===== config.mk =====
export PLATFORM = sky130hd
export DESIGN_NAME = rns_wb_convert
export DESIGN_NICKNAME = d
export VERILOG_FILES = /design/src/rtl/rns_pkg.sv /design/src/rtl/rns_mod_sub.sv /design/src/rtl/rns_wb_convert.sv
export SDC_FILE = /design/constraint.sdc
export NUM_CORES = 1
export LEC_CHECK = 0
export ABC_AREA = 0
export CAP_MARGIN = 10
export CORE_MARGIN = 5
export CORE_UTILIZATION = 55
export DETAILED_ROUTE_END_ITERATION = 6
export PLACE_DENSITY = 0.8
export SYNTH_ARGS = -nofsm -noshare
export SYNTH_HDL_FRONTEND = slang
export SYNTH_HIERARCHICAL = 1
export SYNTH_SLANG_ARGS = --single-unit

===== constraint.sdc =====
create_clock -name clk -period 8.9 [get_ports clk]
set_clock_uncertainty 0.1 [all_clocks]
set_input_delay 1.335 -clock clk [delete_from_list [all_inputs] [get_ports clk]]
set_output_delay 1.335 -clock clk [all_outputs]
set_load 0.01 [all_outputs]

===== src/rtl/rns_pkg.sv =====
// Shared constants, FSM state type and modular helper for the {8,7,9} RNS writeback converter.
package rns_pkg;

    localparam int M1 = 8;
    localparam int M2 = 7;
    localparam int M3 = 9;

    localparam int INV_8_MOD7 = 1;
    localparam int INV_8_MOD9 = 8;
    localparam int INV_7_MOD9 = 4;

    // Mixed-radix weights: x = v1 + 8*v2 + 56*v3
    localparam int MR_W2 = 8;
    localparam int MR_W3 = 56;

    localparam int R8_W   = 3;
    localparam int R7_W   = 3;
    localparam int R9_W   = 4;
    localparam int RD_W   = 3;
    localparam int FULL_W = 9;

    typedef enum logic [2:0] {
        IDLE,
        V2,
        V3,
        ACC,
        DONE
    } state_t;

    // Constant-coefficient modular product; operands are small so this stays a tiny table.
    function automatic int mul_mod(input int a, input int k, input int m);
        return (a * k) % m;
    endfunction

endpackage


===== src/rtl/rns_mod_sub.sv =====
// (a - b) mod M for operands already reduced into [0, M-1].
module rns_mod_sub #(
    parameter int M = 7,
    parameter int W = $clog2(M)
) (
    input  logic [W-1:0] a,
    input  logic [W-1:0] b,
    output logic [W-1:0] d
);

    logic [W:0] diff;

    // A borrow out of the top bit means the difference went negative; fold it back by adding M.
    assign diff = {1'b0, a} - {1'b0, b};
    assign d    = diff[W] ? diff[W-1:0] + W'(M) : diff[W-1:0];

endmodule


===== src/rtl/rns_wb_convert.sv =====
// Residue {8,7,9} to binary writeback converter using mixed-radix conversion.
// Build option: define RNS_WB_SAT_EN to saturate out_data on overflow instead of wrapping.
module rns_wb_convert
    import rns_pkg::*;
#(
    parameter int OUT_W = 8
) (
    input  logic              clk,
    input  logic              reset,
    input  logic              flush,
    input  logic              in_valid,
    output logic              in_ready,
    input  logic [2:0]        in_r8,
    input  logic [2:0]        in_r7,
    input  logic [3:0]        in_r9,
    input  logic [2:0]        in_rd,
    output logic              out_valid,
    input  logic              out_ready,
    output logic [OUT_W-1:0]  out_data,
    output logic [8:0]        out_full,
    output logic [2:0]        out_rd,
    output logic              out_ovf,
    output logic              out_err
);

    localparam logic [9:0] OUT_MAX = 10'((1 << OUT_W) - 1);

    state_t state, state_nxt;

    logic [R8_W-1:0]   v1;
    logic [R7_W-1:0]   r7_q, v2;
    logic [R9_W-1:0]   r9_q, v3;
    logic [RD_W-1:0]   rd_q;
    logic              err_q;

    logic              capture;
    logic [R7_W-1:0]   d7, v2_nxt;
    logic [R9_W-1:0]   d9a, t9, d9b, v3_nxt;
    logic [FULL_W-1:0] full_nxt;
    logic              ovf_nxt;
    logic [OUT_W-1:0]  data_nxt;

    assign in_ready  = (state == IDLE);
    assign out_valid = (state == DONE);
    assign capture   = (state == IDLE) && in_valid && !flush;

    // v2 = (r7 - v1) * inv(8) mod 7
    rns_mod_sub #(.M(M2)) u_sub7 (
        .a (r7_q),
        .b (v1),
        .d (d7)
    );
    assign v2_nxt = R7_W'(mul_mod(int'(d7), INV_8_MOD7, M2));

    // v3 = (((r9 - v1) * inv(8) mod 9) - v2) * inv(7) mod 9
    rns_mod_sub #(.M(M3)) u_sub9_a (
        .a (r9_q),
        .b ({1'b0, v1}),
        .d (d9a)
    );
    assign t9 = R9_W'(mul_mod(int'(d9a), INV_8_MOD9, M3));

    rns_mod_sub #(.M(M3)) u_sub9_b (
        .a (t9),
        .b ({1'b0, v2}),
        .d (d9b)
    );
    assign v3_nxt = R9_W'(mul_mod(int'(d9b), INV_7_MOD9, M3));

    assign full_nxt = FULL_W'(v1)
                    + FULL_W'(v2) * FULL_W'(MR_W2)
                    + FULL_W'(v3) * FULL_W'(MR_W3);
    assign ovf_nxt  = {1'b0, full_nxt} > OUT_MAX;

`ifdef RNS_WB_SAT_EN
    assign data_nxt = ovf_nxt ? {OUT_W{1'b1}} : full_nxt[OUT_W-1:0];
`else
    assign data_nxt = full_nxt[OUT_W-1:0];
`endif

    // NOTE: sequential state uses non-blocking assignments so every flop samples pre-edge values.
    always_ff @(posedge clk or posedge reset) begin
        if (reset) state <= IDLE;
        else       state <= state_nxt;
    end

    // NOTE: next state gets a default before the case so no path leaves it unassigned (no latch).
    always_comb begin
        state_nxt = state;
        if (flush) begin
            state_nxt = IDLE;
        end else begin
            case (state)
                IDLE:    if (in_valid) state_nxt = V2;
                V2:      state_nxt = V3;
                V3:      state_nxt = ACC;
                ACC:     state_nxt = DONE;
                DONE:    if (out_ready) state_nxt = IDLE;
                default: state_nxt = IDLE;
            endcase
        end
    end

    // NOTE: datapath registers are reset too, so outputs read 0 after reset and a discarded operation leaves no trace.
    always_ff @(posedge clk or posedge reset) begin
        if (reset) begin
            v1       <= '0;
            r7_q     <= '0;
            r9_q     <= '0;
            rd_q     <= '0;
            err_q    <= 1'b0;
            v2       <= '0;
            v3       <= '0;
            out_full <= '0;
            out_data <= '0;
            out_rd   <= '0;
            out_ovf  <= 1'b0;
            out_err  <= 1'b0;
        end else begin
            if (capture) begin
                v1    <= in_r8;
                r7_q  <= in_r7;
                r9_q  <= in_r9;
                rd_q  <= in_rd;
                err_q <= (in_r7 == 3'd7) || (in_r9 > 4'd8);
            end
            if (state == V2 && !flush) v2 <= v2_nxt;
            if (state == V3 && !flush) v3 <= v3_nxt;
            if (state == ACC && !flush) begin
                out_rd <= rd_q;
                if (err_q) begin
                    out_full <= '0;
                    out_data <= '0;
                    out_ovf  <= 1'b0;
                    out_err  <= 1'b1;
                end else begin
                    out_full <= full_nxt;
                    out_data <= data_nxt;
                    out_ovf  <= ovf_nxt;
                    out_err  <= 1'b0;
                end
            end
        end
    end

endmodule

* Word-level counts from Yosys, hierarchy flattened
Cells that the tools add are included.
** Word-level totals
- Flip-flop bits (word level) :: 46
- Bits of input ports :: 18
- Word-level logic and storage cells :: 54
** Operators by class
- Add/subtract/negate cells :: 8
- Multipliers :: 1
- Divide/modulo/power cells :: 3
- $lt $le $gt $ge :: 2
- Equality and inequality tests :: 7
- Muxes and demuxes :: 11
- Reductions and logical operators :: 9
** Operators by type and width (count)
- 4-bit by 4-bit remainder unit with 32-bit output, second input constant :: 1
- 7-bit by 5-bit remainder unit with 32-bit output, second input constant :: 1
- 8-bit by 5-bit remainder unit with 32-bit output, second input constant :: 1
- 3-bit one-hot mux with 5 select lines :: 1
- 3-bit two-way mux :: 4
- 4-bit by 3-bit subtractor with 5-bit output :: 2
- 7-bit by 9-bit adder with 9-bit output :: 1
- 9-bit by 8-bit greater-than comparator with 1-bit output, second input constant :: 1
- 9-bit two-way mux :: 1
- 4-bit adder, second input constant :: 2
- 4-bit two-way mux :: 2
- 8-bit two-way mux :: 1
- 3-bit by 6-bit adder with 7-bit output :: 1
- 3-bit by 2-bit equality test with 1-bit output, second input constant :: 2
- 3-bit equality test, second input constant :: 2
- 4-bit by 3-bit multiplier with 6-bit output, second input constant :: 1
- 1-bit logical AND :: 5
- 4-bit greater-than comparator, second input constant :: 1
- 3-bit by 3-bit subtractor with 4-bit output :: 1
- 3-bit adder, second input constant :: 1
- 3-bit by 1-bit equality test with 1-bit output, second input constant :: 1
- 3-bit logical NOT :: 1
- 3-bit by 2-bit inequality test with 1-bit output, second input constant :: 1
- 3-bit inequality test, second input constant :: 1
- 4 further kinds :: 5

* Depth between registers and ports, before layout
- Depth after elaboration :: 8
- Depth in mapped cells :: 41
- Gate-level depth less buffers :: 39

* Hierarchy
Netlist, hierarchy kept.
** Modules (own cells, without submodules)
- rns_wb_convert :: instances 1, cells each 298, area an instance 2851.5 µm², seq. area each 950.9 µm²
- rns_mod_sub at u_sub9_a ... :: instances 2, cells each 25, area an instance 230.2 µm², seq. area each 0.0 µm²
- rns_mod_sub at u_sub7 :: instances 1, cells each 24, area an instance 181.4 µm², seq. area each 0.0 µm²

* Worst setup path after synthesis
No wires, ideal clock.
- Path kind :: register to register
- From :: register r9_q[0]
- To :: register v3[2]
- Library setup time :: 157 ps
- Arrival time :: 7606 ps
- Data required time :: 8643 ps
- Setup slack :: 1037 ps
- Stages on the path, launching flop included :: 38
- Period minus slack after synthesis :: 7863 ps
- Path through :: dfrtp_1 -> inv_1 -> ha_1 -> inv_1 -> fa_1 -> a21o_1 -> a21oi_1 -> mux2_2 -> buf_6 -> or3_1 -> ha_1 -> o31ai_1 -> and3_1 -> buf_6 -> ha_1 -> inv_1 -> or2_1 -> mux2i_1 -> [... 2 more ...] -> o2111ai_2 -> inv_1 -> ha_1 -> inv_1 -> fa_1 -> a21o_1 -> a21oi_1 -> mux2_2 -> inv_1 -> ha_1 -> o31a_1 -> a21oi_1 -> a211o_1 -> a21o_1 -> a211o_1 -> nor2_1 -> xnor2_1 -> a21oi_1
** On the way
- Longest elaborated chain between the ends :: 8
** Ends and longest elaborated chain
- from (decl) :: RTL line rns_wb_convert.sv:32 : logic [R9_W-1:0] r9_q, v3;
- from (signal assigned) :: RTL line rns_wb_convert.sv:123 : r9_q <= in_r9;
- 4-bit by 3-bit subtractor with 5-bit output * :: RTL line rns_mod_sub.sv:14 : assign diff = {1'b0, a} - {1'b0, b};
- 4-bit adder :: RTL line rns_mod_sub.sv:15 : assign d = diff[W] ? diff[W-1:0] + W'(M) : diff[W-1:0];
- 4-bit two-way mux * :: RTL line rns_mod_sub.sv:15
- net d9a[1] :: RTL line rns_wb_convert.sv:38 : logic [R9_W-1:0] d9a, t9, d9b, v3_nxt;
- 8-bit by 5-bit remainder unit with 32-bit output * :: RTL line rns_pkg.sv:32 : return (a * k) % m;
- net t9[0] :: RTL line rns_wb_convert.sv:38
- 4-bit by 3-bit subtractor with 5-bit output * :: RTL line rns_mod_sub.sv:14
- 4-bit adder :: RTL line rns_mod_sub.sv:15
- 4-bit two-way mux * :: RTL line rns_mod_sub.sv:15
- net d9b[1] :: RTL line rns_wb_convert.sv:38
- 7-bit by 5-bit remainder unit with 32-bit output * :: RTL line rns_pkg.sv:32
- to (signal assigned) :: RTL line rns_wb_convert.sv:128 : if (state == V3 && !flush) v3 <= v3_nxt;
- to (decl) :: RTL line rns_wb_convert.sv:32
The timed path passes the listed nets; every way through them passes the cells marked *.
A chain may end at the register's enable or synchronous reset.

* Final worst setup path
- From :: register v1[0]
- To :: register v3[2]
** On the way
- Longest elaborated chain between the ends :: 8
** Ends and longest elaborated chain
- from (decl) :: RTL line rns_wb_convert.sv:30 : logic [R8_W-1:0] v1;
- from (signal assigned) :: RTL line rns_wb_convert.sv:121 : v1 <= in_r8;
- 4-bit by 3-bit subtractor with 5-bit output * :: RTL line rns_mod_sub.sv:14
- 4-bit adder :: RTL line rns_mod_sub.sv:15
- 4-bit two-way mux * :: RTL line rns_mod_sub.sv:15
- net d9a[2] :: RTL line rns_wb_convert.sv:38
- 8-bit by 5-bit remainder unit with 32-bit output * :: RTL line rns_pkg.sv:32
- net t9[0] :: RTL line rns_wb_convert.sv:38
- 4-bit by 3-bit subtractor with 5-bit output * :: RTL line rns_mod_sub.sv:14
- 4-bit adder :: RTL line rns_mod_sub.sv:15
- 4-bit two-way mux * :: RTL line rns_mod_sub.sv:15
- net d9b[1] :: RTL line rns_wb_convert.sv:38
- 7-bit by 5-bit remainder unit with 32-bit output * :: RTL line rns_pkg.sv:32
Marks and branches as above.

==> reports/results.ini <==
[cts]
count_of_cells_resized_by_post_cts_repair=0
hold_fix_buffers_cts=0
total_setup_buffers_inserted_after_cts=0
clock_tree_from_tritoncts=yes
ctsRootBufferMaster=sky130_fd_sc_hd__clkbuf_8
clk_transition_reported_paths_ps=80
cts_htree_levels=2
cts_buffers=5
tritoncts_sinks=38
worst_skew_pair.late_latency_ps=290
cts.path.max_buffers=2

[global_routing]
groute.usage.overall=0.1842
grt_pass1_wl_mm=11.85
globalRouteOverflowTotal=0
largest_net_degree_at_the_start_of_global_routing=39
first_global_vias=2660
antenna_found_initial=0

[synthesis]
synth-main-ff-cell=sky130_fd_sc_hd__dfrtp_1
synth.largest_area_cell=sky130_fd_sc_hd__dfrtp_1
synth-seq-cells=38
synth_most_common_cell=sky130_fd_sc_hd__inv_1
synth.yosys.seq_area_share=0.2722
yosys.area.top_type_share=0.2722
number_of_instances_in_the_synthesized_netlist=372
yosysUniqueCellTypes=65
synth.area.top_cells=sky130_fd_sc_hd__dfrtp_1 (27%), sky130_fd_sc_hd__ha_1 (11%), sky130_fd_sc_hd__mux2_2 (6.4%)
synth_area_um2=3493
yosys_warnings=6
syn-mean-instance-area_um2=9.391
postSynth.asyncResetShare=1.000
synth_enable_flop_cells=0
synth_common_cells=sky130_fd_sc_hd__inv_1 (41), sky130_fd_sc_hd__dfrtp_1 (38), sky130_fd_sc_hd__ha_1 (32)

[placement]
dp_hpwl_mm=5.457
place.gp.congestion=0.8926
total_of_buffers_placed_on_input_and_output_ports=41

[finish]
drive_above_1_share=0.1411
areaGrowthSynthToFinish_pct=14.97
number_of_inserted_diodes=0
nNetsFinal=461
final_core_utilization=0.6398
num-fill-cells=497

[floorplan]
ioPinCount=42
start_util=0.5565
chipHeight_um=89.70
rows=29
placeableCoreArea_um2=6277
dieArea_um2=8045
floorplan_die_width_um=89.70

[sta]
setup_violations=0
slew_violations=0
slew-limit-headroom=0.2799
finalHoldViolCount=0
max_freq_mhz=119.7
period_minus_slack_ps=8351
totalNegativeSetupSlack_ps=0
final_min_period_over_clock_period=0.9383
timing_worst_slew_pin_value_ps=1065

[critical_path]
worstSetupPathType=reg -> reg
startpoint_type=register
required_ps=8940
timing.critical_path.to_type=register
cp_slowest_cell=sky130_fd_sc_hd__fa_1
signal_arrival_time_at_the_worst_endpoint_ps=8390
timing.critical_path.fanout_max=10
timing.critical_path.slowest_cell_delay_ps=540

[job]
drv.max_cap_violation_count=0

[route]
postRouteWirelength_mm=7.003
final_antenna_net_count=0
route.detailed.drc=0
route.detailed.wl_per_inst_um=14.56
initialDrtViolationCount=160
routed_via_density=5.721
drtPass1Iterations=4
via_count=2752

[outcome]
run_status=complete, no violations

[worst_hold_path]
min-delay-path-class=reg -> reg

sequential cells by signal, indices dropped and copies added (netlist names):
name and cells:
err_q 1, out_data 7, out_err 1, out_full 2
out_ovf 1, out_rd 3, r7_q 3, r9_q 4
rd_q 3, state 3, v1 3, v2 3
v3 4
per-layer routing:
layer	GRT usage	routed length [um]
met5	0	0
met4	0.07307	180
met3	0.02555	316
met2	0.3098	3348
met1	0.2383	3158
metrics by stage:
step,cells,area [um2],setup slack (ps),hold slack [ps]
4_1_cts,481,3975,360.0,388.9
2_1_floorplan,373,3497,1037,374.9
6_report,481,4016,549.2,382.9
5_1_grt,481,4016,-1.021,412.0
3_3_place_gp,473,3880,673.9,373.3
3_5_place_dp,473,3880,424.1,375.4
worst max-delay path, delay by kind of cell (launching register included):
family          cells  cell delay, ps
compound gates     12            2810
xor+xnor            2             240
flops               1             420
fa+ha+maj           8            2140
buf+inv             7             620
mux                 2             690
simple gates        5            1180
cell type report:
type | count | area [um2] | area share
well taps | 77 | 96.34 | 0.02399
multi-input cells | 272 | 2283 | 0.5685
clock buffers | 6 | 82.58 | 0.02056
repair buffers | 44 | 432.9 | 0.1078
inverters | 42 | 157.7 | 0.03925
flip-flops and latches | 38 | 950.9 | 0.2368
clock inverters | 2 | 12.51 | 0.003115
placed cells by master, fill, tap and decap left out, types with 5 or more instances in the layout:
cell type,count
sky130_fd_sc_hd__nand2_1,17
sky130_fd_sc_hd__xnor2_1,7
sky130_fd_sc_hd__mux2_2,19
sky130_fd_sc_hd__nand2b_1,6
sky130_fd_sc_hd__clkbuf_8,6
sky130_fd_sc_hd__nor3_1,10
sky130_fd_sc_hd__clkdlybuf4s50_1,41
sky130_fd_sc_hd__nor2b_1,6
sky130_fd_sc_hd__inv_1,41
sky130_fd_sc_hd__ha_1,32
sky130_fd_sc_hd__dfrtp_1,38
sky130_fd_sc_hd__xor2_1,10
sky130_fd_sc_hd__o21ai_1,5
sky130_fd_sc_hd__o21ai_0,14
sky130_fd_sc_hd__nor2_1,24
sky130_fd_sc_hd__fa_1,8
sky130_fd_sc_hd__a21oi_1,20
sky130_fd_sc_hd__a21o_1,9
worst paths after layout:
path,to,slack (ps),cells past startpoint,start
worst max-delay path,v3[2],550,36,v1[0]
worst min-delay path,out_ovf,380,1,out_ovf
worst max register to register,v3[2],550,36,v1[0]
worst min register to register,out_ovf,380,1,out_ovf
max in group asynchronous,r7_q[1],6990,3,reset
min in group asynchronous,out_full[8],1350,3,reset
logic make-up (layout without fill, tap and decap cells):
| logic type | count (synthesis) | count (layout) | synth area share |
|---|---|---|---|
| muxes | 24 | 24 | 0.07593 |
| buffers and inverters | 63 | 94 | 0.08703 |
| DFF | 38 | 38 | 0.2722 |
| and+or+nand+nor | 92 | 92 | 0.1404 |
| AOI/OAI and AO/OA | 93 | 93 | 0.2024 |
| other | 1 | 2 | 0.001073 |
| adders and majority gates | 40 | 40 | 0.1605 |
| xor gates and xnor gates | 21 | 21 | 0.06053 |
Power is not shown: default switching activity piles up to over one toggle a cycle in this logic, so the estimate is an artifact.
